$ cat config.mk
export PLATFORM = sky130hd
export DESIGN_NAME = asic_page_mapper_flat
export DESIGN_NICKNAME = d
export VERILOG_FILES = /design/src/rtl/asic_page_mapper_pkg.sv /design/src/rtl/asic_page_mapper_if.sv /design/src/rtl/asic_page_mapper_strobe_edge.sv /design/src/rtl/asic_page_mapper.sv /design/src/flat_wrapper.sv
export SDC_FILE = /design/constraint.sdc
export NUM_CORES = 1
export LEC_CHECK = 0
export ABC_AREA = 0
export BUFFER_PORTS_ARGS = -buffer_cell sky130_fd_sc_hd__buf_2
export CAP_MARGIN = 20
export CORE_AREA = 2 2 70 72
export CTS_CLUSTER_DIAMETER = 100
export DETAILED_ROUTE_END_ITERATION = 16
export DIE_AREA = 0 0 72 74
export GPL_ROUTABILITY_DRIVEN = 0
export PLACE_DENSITY = 0.78
export SYNTH_ARGS = -nofsm -noshare
export SYNTH_HDL_FRONTEND = slang
export SYNTH_SLANG_ARGS = --single-unit
$ cat constraint.sdc
create_clock -name clk_sys -period 1.25 [get_ports clk_sys]
set_input_delay 0.25 -clock clk_sys [delete_from_list [all_inputs] [get_ports clk_sys]]
set_output_delay 0.25 -clock clk_sys [all_outputs]
set_load 0.05 [all_outputs]
$ cat src/rtl/asic_page_mapper_pkg.sv
// Shared constants and FSM state type for the ASIC page mapper slice.
// Debug build option: ASIC_PAGE_MAPPER_DEBUG_EN.
package asic_pkg;

  localparam logic [2:0] RMR2_TAG     = 3'b101;
  localparam logic [1:0] MAP_ASIC     = 2'b11;
  localparam logic [7:0] GA_PORT_HI   = 8'h7F;
  localparam logic [1:0] ASIC_PAGE_HI = 2'b01;

  typedef logic [1:0] asic_map_state_t;

  localparam asic_map_state_t ST_IDLE    = 2'd0;
  localparam asic_map_state_t ST_RD_WAIT = 2'd1;
  localparam asic_map_state_t ST_RD_DONE = 2'd2;

  // Sprite pixel RAM only holds a nibble per location.
  function automatic logic [7:0] sprite_mask(input logic in_sprite, input logic [7:0] d);
    return in_sprite ? {4'h0, d[3:0]} : d;
  endfunction

endpackage

$ cat src/rtl/asic_page_mapper_if.sv
// CPU-side and ASIC-RAM-side bus of the page mapper.
// Debug outputs appear only with ASIC_PAGE_MAPPER_DEBUG_EN.
interface asic_page_mapper_if;

  logic [15:0] cpu_addr;
  logic [7:0]  cpu_data_in;
  logic        cpu_io_wr;
  logic        cpu_mem_wr;
  logic        cpu_mem_rd;
  logic [7:0]  asic_ram_q;

  logic        asic_page_en;
  logic [2:0]  lower_rom_sel;
  logic [1:0]  lower_rom_base;
  logic [13:0] asic_ram_addr;
  logic        asic_ram_rd;
  logic        asic_ram_wr;
  logic [7:0]  asic_ram_din;
  logic [7:0]  cpu_data_out;
  logic        cpu_data_valid;
  logic        reg_wr_evt;
`ifdef ASIC_PAGE_MAPPER_DEBUG_EN
  logic [7:0]  rmr2_shadow;
  logic [7:0]  rmr2_reject_cnt;

  modport slave (
    input  cpu_addr, cpu_data_in, cpu_io_wr, cpu_mem_wr, cpu_mem_rd, asic_ram_q,
    output asic_page_en, lower_rom_sel, lower_rom_base, asic_ram_addr, asic_ram_rd,
           asic_ram_wr, asic_ram_din, cpu_data_out, cpu_data_valid, reg_wr_evt,
           rmr2_shadow, rmr2_reject_cnt
  );

  modport master (
    output cpu_addr, cpu_data_in, cpu_io_wr, cpu_mem_wr, cpu_mem_rd, asic_ram_q,
    input  asic_page_en, lower_rom_sel, lower_rom_base, asic_ram_addr, asic_ram_rd,
           asic_ram_wr, asic_ram_din, cpu_data_out, cpu_data_valid, reg_wr_evt,
           rmr2_shadow, rmr2_reject_cnt
  );
`else
  modport slave (
    input  cpu_addr, cpu_data_in, cpu_io_wr, cpu_mem_wr, cpu_mem_rd, asic_ram_q,
    output asic_page_en, lower_rom_sel, lower_rom_base, asic_ram_addr, asic_ram_rd,
           asic_ram_wr, asic_ram_din, cpu_data_out, cpu_data_valid, reg_wr_evt
  );

  modport master (
    output cpu_addr, cpu_data_in, cpu_io_wr, cpu_mem_wr, cpu_mem_rd, asic_ram_q,
    input  asic_page_en, lower_rom_sel, lower_rom_base, asic_ram_addr, asic_ram_rd,
           asic_ram_wr, asic_ram_din, cpu_data_out, cpu_data_valid, reg_wr_evt
  );
`endif

endinterface

$ cat src/rtl/asic_page_mapper_strobe_edge.sv
// Registered rising-edge detector for a level strobe; a held strobe yields one pulse.
module strobe_edge (
  input  logic clk_i,
  input  logic rst_i,
  input  logic strobe_i,
  output logic rise_o
);

  logic prev_q;

  always_ff @(posedge clk_i) begin
    if (rst_i) prev_q <= 1'b0;
    else       prev_q <= strobe_i;
  end

  assign rise_o = strobe_i & ~prev_q;

endmodule

$ cat src/rtl/asic_page_mapper.sv
// RMR2 decode, lower-ROM/ASIC page mapping state and ASIC RAM access sequencer.
// Optional debug outputs: define ASIC_PAGE_MAPPER_DEBUG_EN.
module asic_page_mapper
  import asic_pkg::*;
#(
  parameter int          RAM_LATENCY = 1,
  parameter logic [13:0] SPRITE_TOP  = 14'h0FFF
) (
  input  logic               clk_sys,
  input  logic               reset,
  input  logic               plus_mode,
  input  logic               asic_valid,
  asic_page_mapper_if.slave  bus
);

  logic            clr;
  logic            io_rise, wr_rise, rd_rise;
  logic            rmr2_pat, rmr2_acc, page_hit;

  asic_map_state_t state_q, state_d;
  logic [1:0]      cnt_q, cnt_d;
  logic            valid_seen_q;
  logic            page_en_q, page_en_d;
  logic [2:0]      rom_sel_q, rom_sel_d;
  logic [1:0]      rom_base_q, rom_base_d;
  logic [13:0]     addr_q, addr_d;
  logic [7:0]      din_q, din_d;
  logic [7:0]      dout_q, dout_d;
  logic            rd_q, rd_d;
  logic            wr_q, wr_d;
  logic            dvalid_q, dvalid_d;

  // plus_mode low behaves exactly like reset for every register here.
  assign clr = reset | ~plus_mode;

  strobe_edge u_io_edge (.clk_i(clk_sys), .rst_i(clr), .strobe_i(bus.cpu_io_wr),  .rise_o(io_rise));
  strobe_edge u_wr_edge (.clk_i(clk_sys), .rst_i(clr), .strobe_i(bus.cpu_mem_wr), .rise_o(wr_rise));
  strobe_edge u_rd_edge (.clk_i(clk_sys), .rst_i(clr), .strobe_i(bus.cpu_mem_rd), .rise_o(rd_rise));

  assign rmr2_pat = io_rise && (bus.cpu_addr[15:8] == GA_PORT_HI) &&
                    (bus.cpu_data_in[7:5] == RMR2_TAG);
  assign rmr2_acc = rmr2_pat && asic_valid;
  assign page_hit = page_en_q && (bus.cpu_addr[15:14] == ASIC_PAGE_HI);

  always_comb begin
    state_d    = state_q;
    cnt_d      = cnt_q;
    page_en_d  = page_en_q;
    rom_sel_d  = rom_sel_q;
    rom_base_d = rom_base_q;
    addr_d     = addr_q;
    din_d      = din_q;
    dout_d     = dout_q;
    rd_d       = 1'b0;
    wr_d       = 1'b0;
    dvalid_d   = 1'b0;

    if (rmr2_acc) begin
      rom_sel_d = bus.cpu_data_in[2:0];
      if (bus.cpu_data_in[4:3] == MAP_ASIC) begin
        page_en_d  = 1'b1;
        rom_base_d = 2'd0;
      end else begin
        page_en_d  = 1'b0;
        rom_base_d = bus.cpu_data_in[4:3];
      end
    end else if (valid_seen_q && !asic_valid) begin
      page_en_d = 1'b0;
    end

    case (state_q)
      ST_IDLE: begin
        if (wr_rise && page_hit) begin
          wr_d   = 1'b1;
          addr_d = bus.cpu_addr[13:0];
          din_d  = sprite_mask(bus.cpu_addr[13:0] <= SPRITE_TOP, bus.cpu_data_in);
        end else if (rd_rise && page_hit) begin
          rd_d    = 1'b1;
          addr_d  = bus.cpu_addr[13:0];
          cnt_d   = 2'(RAM_LATENCY - 1);
          state_d = ST_RD_WAIT;
        end
      end
      // Data and valid are registered on the way into RD_DONE so the pulse
      // coincides with the RD_DONE cycle.
      ST_RD_WAIT: begin
        if (cnt_q == 2'd0) begin
          dout_d   = sprite_mask(addr_q <= SPRITE_TOP, bus.asic_ram_q);
          dvalid_d = 1'b1;
          state_d  = ST_RD_DONE;
        end else begin
          cnt_d = cnt_q - 2'd1;
        end
      end
      ST_RD_DONE: state_d = ST_IDLE;
      default:    state_d = ST_IDLE;
    endcase
  end

  always_ff @(posedge clk_sys) begin
    if (clr) begin
      state_q      <= ST_IDLE;
      cnt_q        <= '0;
      valid_seen_q <= 1'b0;
      page_en_q    <= 1'b0;
      rom_sel_q    <= '0;
      rom_base_q   <= '0;
      addr_q       <= '0;
      din_q        <= '0;
      dout_q       <= '1;
      rd_q         <= 1'b0;
      wr_q         <= 1'b0;
      dvalid_q     <= 1'b0;
    end else begin
      state_q      <= state_d;
      cnt_q        <= cnt_d;
      valid_seen_q <= asic_valid;
      page_en_q    <= page_en_d;
      rom_sel_q    <= rom_sel_d;
      rom_base_q   <= rom_base_d;
      addr_q       <= addr_d;
      din_q        <= din_d;
      dout_q       <= dout_d;
      rd_q         <= rd_d;
      wr_q         <= wr_d;
      dvalid_q     <= dvalid_d;
    end
  end

  assign bus.asic_page_en   = page_en_q;
  assign bus.lower_rom_sel  = rom_sel_q;
  assign bus.lower_rom_base = rom_base_q;
  assign bus.asic_ram_addr  = addr_q;
  assign bus.asic_ram_rd    = rd_q;
  assign bus.asic_ram_wr    = wr_q;
  assign bus.asic_ram_din   = din_q;
  assign bus.cpu_data_out   = dout_q;
  assign bus.cpu_data_valid = dvalid_q;
  assign bus.reg_wr_evt     = wr_q;

`ifdef ASIC_PAGE_MAPPER_DEBUG_EN
  logic [7:0] shadow_q, shadow_d;
  logic [7:0] reject_q, reject_d;

  always_comb begin
    shadow_d = shadow_q;
    reject_d = reject_q;
    if (rmr2_acc) shadow_d = bus.cpu_data_in;
    if (rmr2_pat && !asic_valid && reject_q != 8'hFF) reject_d = reject_q + 8'd1;
  end

  always_ff @(posedge clk_sys) begin
    if (clr) begin
      shadow_q <= 8'hA0;
      reject_q <= '0;
    end else begin
      shadow_q <= shadow_d;
      reject_q <= reject_d;
    end
  end

  assign bus.rmr2_shadow     = shadow_q;
  assign bus.rmr2_reject_cnt = reject_q;
`endif

endmodule

$ cat src/flat_wrapper.sv
// flat-port wrapper written by rule: the top's interface ports become plain ports
module asic_page_mapper_flat import asic_pkg::*;
#(
  parameter int          RAM_LATENCY = 1,
  parameter logic [13:0] SPRITE_TOP  = 14'h0FFF
)
  (clk_sys, reset, plus_mode, asic_valid, bus_cpu_addr, bus_cpu_data_in, bus_cpu_io_wr, bus_cpu_mem_wr, bus_cpu_mem_rd, bus_asic_ram_q, bus_asic_page_en, bus_lower_rom_sel, bus_lower_rom_base, bus_asic_ram_addr, bus_asic_ram_rd, bus_asic_ram_wr, bus_asic_ram_din, bus_cpu_data_out, bus_cpu_data_valid, bus_reg_wr_evt);
  asic_page_mapper_if bus_i ();
  input  logic clk_sys;
  input  logic reset;
  input  logic plus_mode;
  input  logic asic_valid;
  input wire logic [$bits(bus_i.cpu_addr)-1:0] bus_cpu_addr;
  input wire logic [$bits(bus_i.cpu_data_in)-1:0] bus_cpu_data_in;
  input wire logic [$bits(bus_i.cpu_io_wr)-1:0] bus_cpu_io_wr;
  input wire logic [$bits(bus_i.cpu_mem_wr)-1:0] bus_cpu_mem_wr;
  input wire logic [$bits(bus_i.cpu_mem_rd)-1:0] bus_cpu_mem_rd;
  input wire logic [$bits(bus_i.asic_ram_q)-1:0] bus_asic_ram_q;
  output wire logic [$bits(bus_i.asic_page_en)-1:0] bus_asic_page_en;
  output wire logic [$bits(bus_i.lower_rom_sel)-1:0] bus_lower_rom_sel;
  output wire logic [$bits(bus_i.lower_rom_base)-1:0] bus_lower_rom_base;
  output wire logic [$bits(bus_i.asic_ram_addr)-1:0] bus_asic_ram_addr;
  output wire logic [$bits(bus_i.asic_ram_rd)-1:0] bus_asic_ram_rd;
  output wire logic [$bits(bus_i.asic_ram_wr)-1:0] bus_asic_ram_wr;
  output wire logic [$bits(bus_i.asic_ram_din)-1:0] bus_asic_ram_din;
  output wire logic [$bits(bus_i.cpu_data_out)-1:0] bus_cpu_data_out;
  output wire logic [$bits(bus_i.cpu_data_valid)-1:0] bus_cpu_data_valid;
  output wire logic [$bits(bus_i.reg_wr_evt)-1:0] bus_reg_wr_evt;
  assign bus_i.cpu_addr = bus_cpu_addr;
  assign bus_i.cpu_data_in = bus_cpu_data_in;
  assign bus_i.cpu_io_wr = bus_cpu_io_wr;
  assign bus_i.cpu_mem_wr = bus_cpu_mem_wr;
  assign bus_i.cpu_mem_rd = bus_cpu_mem_rd;
  assign bus_i.asic_ram_q = bus_asic_ram_q;
  assign bus_asic_page_en = bus_i.asic_page_en;
  assign bus_lower_rom_sel = bus_i.lower_rom_sel;
  assign bus_lower_rom_base = bus_i.lower_rom_base;
  assign bus_asic_ram_addr = bus_i.asic_ram_addr;
  assign bus_asic_ram_rd = bus_i.asic_ram_rd;
  assign bus_asic_ram_wr = bus_i.asic_ram_wr;
  assign bus_asic_ram_din = bus_i.asic_ram_din;
  assign bus_cpu_data_out = bus_i.cpu_data_out;
  assign bus_cpu_data_valid = bus_i.cpu_data_valid;
  assign bus_reg_wr_evt = bus_i.reg_wr_evt;
  asic_page_mapper #(.RAM_LATENCY(RAM_LATENCY), .SPRITE_TOP(SPRITE_TOP)) u_core (.clk_sys(clk_sys), .reset(reset), .plus_mode(plus_mode), .asic_valid(asic_valid), .bus(bus_i));
endmodule
==> impl_metrics.json <==
{
  "postLayoutCellArea_mm2": 0.00268,
  "ys_top_cells_by_area": "dfxtp_1 49%, mux2i_1 17%, nand2_1 11%, nand3_1 2.3%, o211ai_1 1.6%",
  "synth_most_common_cell": "nand2_1",
  "cts.sinks": 47,
  "crit_slowest_cell": "dfxtp_2",
  "synth_edf_count": 0,
  "drv_cap": 0,
  "violations": "negative setup slack",
  "seq_area_um2": 950,
  "nets": 327,
  "synth_nets": 237,
  "crit_type": "register to register",
  "htreeDepth": 2,
  "dpl.hpwl_um": 3210,
  "grt_max_degree": 34,
  "r2r_end": "u_core.bus.asic_ram_addr[11]",
  "worst_slack_ns": -0.0404,
  "slew_viol_final": 0,
  "fin_cells": 342,
  "combPwrFrac_pct": 7.3,
  "seq_power_share_pct": 59.0,
  "setup_violations": 20,
  "syn_avg_cell_area_um2": 9.73,
  "synth_top_area_share_pct": 49.1,
  "drt_first_pass_iters": 4,
  "relSlewSlack_pct": 78.9,
  "rr_worst_depth": 5,
  "die-area_mm2": 0.00533,
  "p_leak_nw": 1.18,
  "num_vias": 1651,
  "synth_cells": 197,
  "peakVddDrop_mv": 0.534,
  "postSynth.asyncResetShare_pct": 0,
  "yosysTopAreaCell": "dfxtp_1",
  "io_pins": 79,
  "period_share_pct": 103,
  "p_sw_mw": 0.554,
  "p_sw_share_pct": 21.8,
  "status": "finished, violations left",
  "place_inst": 332,
  "clock_path_buffers": 2,
  "fillCellCount": 418,
  "wirelength_um": 4350,
  "area_delta_synth_final_pct": 39.6,
  "ant_nets": 0,
  "die_h_um": 74,
  "yosys_warnings": 0,
  "rsz0062_at_grt": "yes",
  "r2r-start": "u_core.state_q[1]",
  "ys_seq_area_share_pct": 49.1,
  "p_clk_share_pct": 33.6,
  "crit_chain": "nand4bb_4, a211oi_4, buf_6, buf_12, mux2i_1",
  "route.detailed.drc": 0,
  "finalHoldViolCount": 0,
  "n_antenna_cell": 0,
  "clk_pin_slew_ns": 0.08,
  "ys_types": 34,
  "grt.total_usage_pct": 16.1,
  "critPathMaxFanout": 7,
  "avgRoutedWirePerCell_um": 12.7,
  "ys_top_cells_by_count": "54 x nand2_1, 47 x dfxtp_1, 32 x mux2i_1, 9 x nand3_1, 7 x clkbuf_1",
  "cts_tree": "done",
  "worstHoldEndpoint": "u_core.bus.cpu_data_out[2]",
  "finalCriticalPeriod_ns": 1.29,
  "grt_overflow": 0,
  "fmax_ghz": 0.775,
  "coreArea_mm2": 0.00460,
  "worst_slew_pin_slew_ns": 0.316,
  "start_util_pct": 41.7,
  "io_buffers": 78,
  "critPathCaptureType": "register",
  "min_path_cells": 3,
  "worstHoldStart": "bus_asic_ram_q[2]",
  "cpPeakStageDelay_ns": 0.33,
  "antenna_found_initial": 0,
  "hold_class": "input port to register",
  "syn_area_mm2": 0.00192,
  "powerDensity_mw_per_mm2": 949,
  "drt-initial-drc-count": 39,
  "clock_skew_ns": 0.00870,
  "post-place-ws_ns": -0.173,
  "finalPower_mw": 2.54,
  "r2r_slack_ns": -0.04,
  "required_ns": 1.46,
  "cts_made_buffers": 5,
  "multi_input_area_um2": 950,
  "grt_pass1_wl_um": 6620,
  "p_int_mw": 1.99,
  "ys.flop_type": "dfxtp_1",
  "viasPerCell": 4.83,
  "first_global_vias": 1463,
  "cp-start-kind": "register",
  "drive_gt1_share_pct": 43.1,
  "worstPathArrival_ns": 1.50,
  "placed_area_mm2": 0.00249,
  "rows": 25,
  "clock_latency_ns": 0.29,
  "yosys_register_bits": 47,
  "cts_root_buf": "clkbuf_8",
  "chipWidth_um": 72
}
[worst max path at each step]
stage                                              end               startpoint  slack [ns]  cells after the start
after floorplan           u_core.bus.asic_ram_addr[10]  u_core.bus.asic_page_en       -0.12                      4
after global placement     u_core.bus.lower_rom_sel[0]         bus_cpu_addr[13]       -0.17                      5
after detailed placement  u_core.bus.lower_rom_base[1]         bus_cpu_addr[13]       -0.17                      5
after CTS                 u_core.bus.asic_ram_addr[11]        u_core.state_q[1]       -0.06                      5
after global routing      u_core.bus.asic_ram_addr[11]        u_core.state_q[1]       -0.11                      5
final                     u_core.bus.asic_ram_addr[11]        u_core.state_q[1]       -0.04                      5
[power groups by stage]
stage	logic, mW	registers, mW	clock network (mW)
6_report	0.186	1.50	0.854
5_1_grt	0.204	1.50	0.943
4_1_cts	0.184	1.50	0.892
3_5_place_dp	0.180	1.53	0
3_3_place_gp	0.177	1.53	0
2_1_floorplan	0.0708	1.53	0
[state kept, by name (all words and copies together), names as in the netlist]
name and count:
u_core.bus.cpu_data_out 8, u_core.bus.lower_rom_base 2, u_core.u_wr_edge.prev_q 1, u_core.bus.lower_rom_sel 3, u_core.cnt_q 2, u_core.u_io_edge.prev_q 1
u_core.bus.asic_ram_addr 14, u_core.valid_seen_q 1, u_core.bus.asic_ram_wr 1, u_core.bus.cpu_data_valid 1, u_core.state_q 2, u_core.u_rd_edge.prev_q 1
u_core.bus.asic_ram_rd 1, u_core.bus.asic_page_en 1, u_core.bus.asic_ram_din 8
[layout make-up]
type | instances | area share (%)
Sequential cell | 47 | 35.5
Multi-Input combinational cell | 135 | 35.5
Timing Repair Buffer | 96 | 23.2
Clock buffer | 7 | 2.85
Tap cell | 54 | 2.52
Inverter | 2 | 0.281
Clock inverter | 1 | 0.187
[cell families after synthesis]
kind of cell | after synthesis | share of synthesized area (%)
and+or+nand+nor | 90 | 24.5
DFF | 47 | 49.1
muxes | 32 | 16.7
buffers and inverters | 15 | 4.31
AOI/OAI and AO/OA | 12 | 4.77
adders and majority gates | 1 | 0.653
[stage by stage]
step	util (%)	hold WS [ns]	TNS, ns
floorplan	-	0.372	-1.36
global placement	54.2	0.440	-2.34
detailed placement	54.2	0.447	-3.11
CTS	57.8	0.164	-0.522
global route	58.2	0.165	-2.00
finish	58.2	0.169	-0.313
[repair_timing]
action | in CTS | in global routing
hold buffers | 0 | 0
resized for setup | 14 | 12
setup endpoints to repair | 32 | 41
pin swaps | 1 | 9
cloned | 1 | 0
buffers inserted | 2 | 0
[metal layers]
metal  global-route usage, %  vias to the layer above  part of all wire, %
met4                    5.66                        0                 0.97
li1                        -                      846                    -
met5                       0                        -                    0
met2                    27.2                       51                   50
met3                    3.79                        5                  6.0
met1                    20.3                      749                   43
[cell usage in the layout (no fill, tap or decap), types with 2 or more instances in the layout]
cell      count
buf_6         2
nand3b_1      3
dfxtp_2       4
buf_12        5
o21ai_0       4
clkbuf_8      5
nand2b_4      2
nand3_1       9
buf_2        76
and2_1        4
nand2b_1      2
dfxtp_1      42
nand2_1      50
clkbuf_1      2
nor2_1        2
mux2i_1      32
nand2_2       3
o211ai_1      4
inv_2         2
buf_4        12
[critical path: cells and delay by family, from the launching register on]
kind,cells,cell delay (ns)
AOI/OAI and AO/OA,1,0.18
and+or+nand+nor,1,0.23
buffers and inverters,2,0.28
DFF,1,0.33
muxes,1,0.19
Note: power is estimated with default switching activity, not from simulation.
